<file path="src/rtl/spc_stack_pkg.sv">
// -----------------------------------------------------------------------------
// spc_stack_pkg
// Shared CADR sequencer constants used by the subroutine-PC stack:
//   SPC_PTR_W  - SPC stack pointer width (depth = 2**SPC_PTR_W)
//   SPC_DATA_W - SPC stack entry width
//   UPC_W      - micro-PC width
//   SPCW_RETA / SPCW_LBUS - encodings of the push-source select
// -----------------------------------------------------------------------------
package spc_stack_pkg;

  localparam int SPC_PTR_W  = 5;
  localparam int SPC_DATA_W = 19;
  localparam int UPC_W      = 14;

  localparam logic SPCW_RETA = 1'b0;
  localparam logic SPCW_LBUS = 1'b1;

endpackage

</file>
<file path="src/rtl/spc_ptr.sv">
// -----------------------------------------------------------------------------
// spc_ptr
// Stack pointer of the SPC stack: pointer register, next-pointer logic and
// the write-address/write-enable handed to the storage array.
// Optional macro SPC_DEPTH_TRACK_EN adds an occupancy counter with sticky
// overflow/underflow flags; without it the flags are tied low.
// Ports:
//   clk, reset           - clock, asynchronous active-high reset
//   state_fetch          - commit strobe
//   spcpush, spcpop      - push / pop requests
//   spcptr               - current pointer
//   wr_en, wr_addr       - storage write strobe and address
//   spc_ovf, spc_unf     - sticky overflow / underflow
// -----------------------------------------------------------------------------
module spc_ptr
  import spc_stack_pkg::*;
#(
  parameter int PTR_W = SPC_PTR_W
) (
  input  logic             clk,
  input  logic             reset,
  input  logic             state_fetch,
  input  logic             spcpush,
  input  logic             spcpop,
  output logic [PTR_W-1:0] spcptr,
  output logic             wr_en,
  output logic [PTR_W-1:0] wr_addr,
  output logic             spc_ovf,
  output logic             spc_unf
);

  logic [PTR_W-1:0] ptr_r;
  logic [PTR_W-1:0] ptr_nxt_s;
  logic [PTR_W-1:0] ptr_inc_s;
  logic [PTR_W-1:0] ptr_dec_s;
  logic             push_only_s;
  logic             pop_only_s;
  logic             replace_s;

  assign push_only_s = state_fetch & spcpush & ~spcpop;
  assign pop_only_s  = state_fetch & spcpop & ~spcpush;
  assign replace_s   = state_fetch & spcpush & spcpop;

  // Modulo-depth arithmetic: wrap is silent, no trap.
  assign ptr_inc_s = ptr_r + PTR_W'(1);
  assign ptr_dec_s = ptr_r - PTR_W'(1);

  // Next-pointer selection for the committed operation.
  always_comb begin
    ptr_nxt_s = ptr_r;
    case ({push_only_s, pop_only_s})
      2'b10:   ptr_nxt_s = ptr_inc_s;
      2'b01:   ptr_nxt_s = ptr_dec_s;
      default: ptr_nxt_s = ptr_r;
    endcase
  end

  // Pointer register.
  always_ff @(posedge clk or posedge reset) begin
    if (reset) begin
      ptr_r <= {PTR_W{1'b0}};
    end else begin
      ptr_r <= ptr_nxt_s;
    end
  end

  // Push pre-increments; replace overwrites the current top.
  assign wr_en   = push_only_s | replace_s;
  assign wr_addr = replace_s ? ptr_r : ptr_inc_s;
  assign spcptr  = ptr_r;

`ifdef SPC_DEPTH_TRACK_EN
  localparam logic [PTR_W:0] OCC_FULL = (PTR_W+1)'(2**PTR_W);

  logic [PTR_W:0] occ_r;
  logic           ovf_r;
  logic           unf_r;

  // Occupancy counter saturates at full/empty and raises sticky flags.
  always_ff @(posedge clk or posedge reset) begin
    if (reset) begin
      occ_r <= {(PTR_W+1){1'b0}};
      ovf_r <= 1'b0;
      unf_r <= 1'b0;
    end else if (push_only_s) begin
      if (occ_r == OCC_FULL) begin
        ovf_r <= 1'b1;
      end else begin
        occ_r <= occ_r + (PTR_W+1)'(1);
      end
    end else if (pop_only_s) begin
      if (occ_r == {(PTR_W+1){1'b0}}) begin
        unf_r <= 1'b1;
      end else begin
        occ_r <= occ_r - (PTR_W+1)'(1);
      end
    end
  end

  assign spc_ovf = ovf_r;
  assign spc_unf = unf_r;
`else
  assign spc_ovf = 1'b0;
  assign spc_unf = 1'b0;
`endif

endmodule

</file>
<file path="src/rtl/spc_stack.sv">
// -----------------------------------------------------------------------------
// spc_stack
// CADR subroutine-PC stack: 2**PTR_W x DATA_W LIFO feeding the next-PC mux.
// Top-of-stack is read combinationally; all updates commit on clk edges with
// state_fetch high. Optional macro SPC_DEPTH_TRACK_EN enables sticky
// overflow/underflow tracking (in spc_ptr).
// Ports:
//   clk, reset            - clock, asynchronous active-high reset
//   state_fetch           - commit strobe
//   spcpush, spcpop       - push / pop requests (both = replace top)
//   spcw_sel              - push source: 0 return address (ipc), 1 l bus
//   ipc, l                - push data sources
//   ret_skip              - forces spc1a high
//   spc, spc1a, spcptr    - top entry, modified bit 1, stack pointer
//   spc_ovf, spc_unf      - sticky overflow / underflow
// -----------------------------------------------------------------------------
module spc_stack
  import spc_stack_pkg::*;
#(
  parameter int PTR_W  = SPC_PTR_W,
  parameter int DATA_W = SPC_DATA_W,
  parameter int PC_W   = UPC_W
) (
  input  logic              clk,
  input  logic              reset,
  input  logic              state_fetch,
  input  logic              spcpush,
  input  logic              spcpop,
  input  logic              spcw_sel,
  input  logic [PC_W-1:0]   ipc,
  input  logic [DATA_W-1:0] l,
  input  logic              ret_skip,
  output logic [DATA_W-1:0] spc,
  output logic              spc1a,
  output logic [PTR_W-1:0]  spcptr,
  output logic              spc_ovf,
  output logic              spc_unf
);

  localparam int DEPTH = 2**PTR_W;

  logic [DATA_W-1:0] mem_r [DEPTH];
  logic [DATA_W-1:0] spcw_s;
  logic              wr_en_s;
  logic [PTR_W-1:0]  wr_addr_s;

  spc_ptr #(.PTR_W(PTR_W)) u_ptr (
    .clk         (clk),
    .reset       (reset),
    .state_fetch (state_fetch),
    .spcpush     (spcpush),
    .spcpop      (spcpop),
    .spcptr      (spcptr),
    .wr_en       (wr_en_s),
    .wr_addr     (wr_addr_s),
    .spc_ovf     (spc_ovf),
    .spc_unf     (spc_unf)
  );

  // Return address is zero-extended micro-PC.
  assign spcw_s = (spcw_sel == SPCW_LBUS) ? l : DATA_W'(ipc);

  // Storage array; reset clears every entry so an empty stack reads zero.
  always_ff @(posedge clk or posedge reset) begin
    if (reset) begin
      for (int i = 0; i < DEPTH; i++) begin
        mem_r[i] <= {DATA_W{1'b0}};
      end
    end else if (wr_en_s) begin
      mem_r[wr_addr_s] <= spcw_s;
    end
  end

  assign spc   = mem_r[spcptr];
  assign spc1a = spc[1] | ret_skip;

endmodule
</file>
<file path="config.mk">
export PLATFORM = sky130hd
export DESIGN_NAME = spc_stack
export DESIGN_NICKNAME = d
export VERILOG_FILES = /design/src/rtl/spc_stack_pkg.sv /design/src/rtl/spc_ptr.sv /design/src/rtl/spc_stack.sv
export SDC_FILE = /design/constraint.sdc
export NUM_CORES = 1
export LEC_CHECK = 0
export CELL_PAD_IN_SITES_DETAIL_PLACEMENT = 1
export CELL_PAD_IN_SITES_GLOBAL_PLACEMENT = 1
export CORE_MARGIN = 10
export CORE_UTILIZATION = 57
export CTS_CLUSTER_SIZE = 25
export DETAILED_ROUTE_END_ITERATION = 8
export GPL_TIMING_DRIVEN = 0
export HOLD_SLACK_MARGIN = 0.06
export PLACE_DENSITY_LB_ADDON = 0.15
export SKIP_CTS_REPAIR_TIMING = 1
export SYNTH_ARGS = -nofsm -noshare
export SYNTH_HDL_FRONTEND = slang
export SYNTH_SLANG_ARGS = --single-unit
</file>
<file path="constraint.sdc">
create_clock -name clk -period 34.9 [get_ports clk]
set_input_delay 5.235 -clock clk [delete_from_list [all_inputs] [get_ports clk]]
set_output_delay 5.235 -clock clk [all_outputs]
set_load 0.05 [all_outputs]
</file>
==> metrics.csv <==
stage;metric;value;unit
power;Reg power frac;37.6;%
detailed_routing;average wire per standard cell;29.82;microns
place;GP Congestion;0.8619;
yosys;post-synthesis cell count;1727;
worst_setup_path;max incr delay on CP;0.81;ns
clock_network;clock root cell;clkbuf_16;
power;Net Sw Frac;33.87;%
detailed_routing;drt total wl;77170;microns
yosys;Yosys warning total;0;
yosys;#FFs+latches synth;613;
grt;GRT overflow;0;
worst_setup_path;critical path class;in -> out;
clock_network;CTS Buf Count;69;
sta;Slew Limit Fails;0;
yosys;Post-synth EDFFs;0;
cells_and_area;most frequent cells in the layout;dfrtp_1, mux2_2, mux4_2;
yosys;Primary FF master, synth;dfrtp_1;
grt;first-pass GRT wire length;118400;microns
worst_setup_path;crit path DAT;6.67;ns
floorplanning;Die ar.;59780;sq um
detailed_routing;initial DRC count;1168;
grt;largest net degree at the start of global routing;136;
sta;Peak Freq;83.99;MHz
sta;min Tclk post-route;11.91;ns
yosys;mapped cell area;28730;sq um
grt;total track usage;26.30;%
cells_and_area;register area;15340;sq um
grt;vias in the first global route;18170;
power;Comb pwr share;38.0;%
floorplanning;chip width;244.5;microns
cells_and_area;footprint of the multi-input gates;12510;sq um
power;Static Leak;14.99;nW
power;worst vdd ir;0.04581;mV
power;pwr/cell area;89.56;nW/um^2
sta;setup_tns;0;ns
cells_and_area;Layout Nets;1910;
worst_setup_path;most used cell, CP;clkdlybuf4s50_1;
grt;initial antenna violation count;7;
yosys;asr flop ratio synth;100.0;%
min_path;hold crit path type;reg -> reg;
clock_network;clk sink count;613;
place;port bufs;63;
clock_network;H-tree depth;3;
worst_setup_path;CP delay by family, top;buffers and inverters;
detailed_routing;First-pass DRT Iterations;5;
power;Net Switching;0.0009877;W
worst_setup_path;Critical Path Fanout Max;1;
floorplanning;Core Footprint;49970;sq um
place;Post-DP HPWL;55110;microns
flow_run;MaxCap Viol Count;0;
power;Design Power;0.002916;W
floorplanning;Die H;244.5;microns
place;Post-DP Area;30350;sq um
worst_setup_path;Critical Path End Type;primary output;
sta;Slew HR;15.80;%
worst_setup_path;startpoint types;primary input;
clock_network;CTS tree;built;
clock_network;clock transition at the registers of the reported paths;0.06;ns
cells_and_area;design area;32560;sq um
detailed_routing;# DRC;0;
floorplanning;Top Ports;67;
sta;Final period util;34.11;%
sta;Fin. Hold Viols;0;
floorplanning;Initial Util;57.49;%
sta;skew final;0.01945;ns
detailed_routing;DRT antenna net count;0;
yosys;sequential area share after synthesis;53.40;%
run_status;run status;finished clean;
floorplanning;row cnt;82;
clock_network;CTS Buffer Depth;3;
cells_and_area;fin util;65.16;%
worst_setup_path;crit-path cells;clkdlybuf4s50_1, a41o_1, clkdlybuf4s50_1;
sta;RSZ-0062 raised after global routing;false;
yosys;Netlist cell types;52;
cells_and_area;most common cell after layout, fill and taps aside;dfrtp_1;
yosys;Post-Syn Area per Cell;16.63;sq um
clock_network;Worst-Skew Late Latency;0.59;ns
power;clock group share of total power;24.3;%
sta;final setup fails;0;
cells_and_area;fillers;4336;
detailed_routing;vias;16320;
detailed_routing;Vias/cell;6.307;
cells_and_area;layout cell share with drive strength beyond 1;53.34;%
worst_setup_path;slowest CP cell;clkdlybuf4s50_1;
sta;Worst-Margin Slew;1.263;ns
worst_setup_path;crit path buf inv count;2;
cells_and_area;P&R area growth vs syn;13.33;%
worst_setup_path;Required @ worst endpoint;29.66;ns
power;P_int;0.001928;W
-- per-stage QoR --
stage / hold WS [ns] / cells / setup slack (ns)
after CTS: 0.4897 / 2586 / 23.00
final: 0.4885 / 2588 / 22.99
after global routing: 0.5039 / 2586 / 22.97
after global placement: 0.4628 / 2463 / 6.163
after detailed placement: 0.4696 / 2468 / 23.01
after floorplan: 0.4522 / 1728 / 12.50
-- registers in the layout, indices dropped and copies added, names as in the netlist --
register and count:
u_ptr.spcptr 5, mem_r 608
-- kinds of logic (layout without fill, tap and decap cells) --
| logic type | count (synthesis) | in the layout | share of synthesized area [%] |
|---|---|---|---|
| AOI/OAI and AO/OA | 36 | 36 | 1.433 |
| xor gates and xnor gates | 8 | 8 | 0.2962 |
| adders and majority gates | 3 | 3 | 0.1307 |
| buffers and inverters | 161 | 347 | 3.079 |
| DFF | 613 | 613 | 53.40 |
| muxes | 836 | 836 | 40.00 |
| other | 1 | 4 | 0.01305 |
| and+or+nand+nor | 69 | 69 | 1.651 |
-- final timing paths --
check	slack (ns)	start	to	cells after the start
max	22.99	ret_skip	spc1a	3
min	0.49	mem_r[594]	mem_r[594]	1
max reg2reg	31.59	u_ptr.spcptr[0]	mem_r[209]	9
min reg2reg	0.49	mem_r[594]	mem_r[594]	1
max in group asynchronous	27.77	reset	mem_r[116]	5
min in group asynchronous	5.17	reset	mem_r[489]	2
-- final cells by class --
type | count | share of cell area (%)
sequential | 613 | 47.12
multi-input combinational | 954 | 38.41
clock buffer | 94 | 6.214
buffer | 155 | 2.640
tap | 672 | 2.583
timing repair buffer | 68 | 2.360
clock inverter | 24 | 0.5573
inverter | 6 | 0.09992
antenna | 2 | 0.01537
-- power by group through the flow --
| stage | sequential, W | combinational, W | clock, W |
|---|---|---|---|
| final | 0.00110 | 0.00111 | 0.000710 |
| after global routing | 0.00113 | 0.00117 | 0.000754 |
| after CTS | 0.00109 | 0.00111 | 0.000722 |
| after detailed placement | 0.00110 | 0.00110 | 0 |
| after global placement | 0.00108 | 0.00106 | 0 |
| after floorplan | 0.00106 | 0.000793 | 0 |
-- routing by layer --
metal | track usage, % | vias up | share of wire, %
li1 | - | 6770 | -
met1 | 37.12 | 9031 | 45
met2 | 41.47 | 403 | 48
met3 | 5.199 | 118 | 5.3
met4 | 6.721 | 0 | 2.0
met5 | 0 | - | 0
-- cell usage after synthesis, types with 4 or more instances --
| cell type | n | area [sq um] |
|---|---|---|
| a21oi_2 | 4 | 35.03 |
| and2_1 | 6 | 37.54 |
| buf_6 | 20 | 225.2 |
| nor2_4 | 4 | 45.04 |
| nand3_2 | 4 | 40.04 |
| buf_1 | 6 | 22.52 |
| a21oi_4 | 12 | 195.2 |
| buf_4 | 24 | 180.2 |
| buf_2 | 30 | 150.1 |
| nand2_1 | 8 | 30.03 |
| nand3_1 | 5 | 25.02 |
| o21ai_2 | 4 | 35.03 |
| o22ai_1 | 6 | 37.54 |
| mux2i_1 | 9 | 90.09 |
| dfrtp_1 | 613 | 15340 |
| mux2_4 | 10 | 150.1 |
| inv_1 | 4 | 15.01 |
| clkbuf_1 | 75 | 281.5 |
| xnor2_1 | 5 | 43.79 |
| nor2_1 | 9 | 33.78 |
| mux2_2 | 595 | 6700 |
| or3_1 | 9 | 56.30 |
| mux2_1 | 40 | 450.4 |
| mux4_2 | 182 | 4099 |
(Power assumes the default switching activity.)
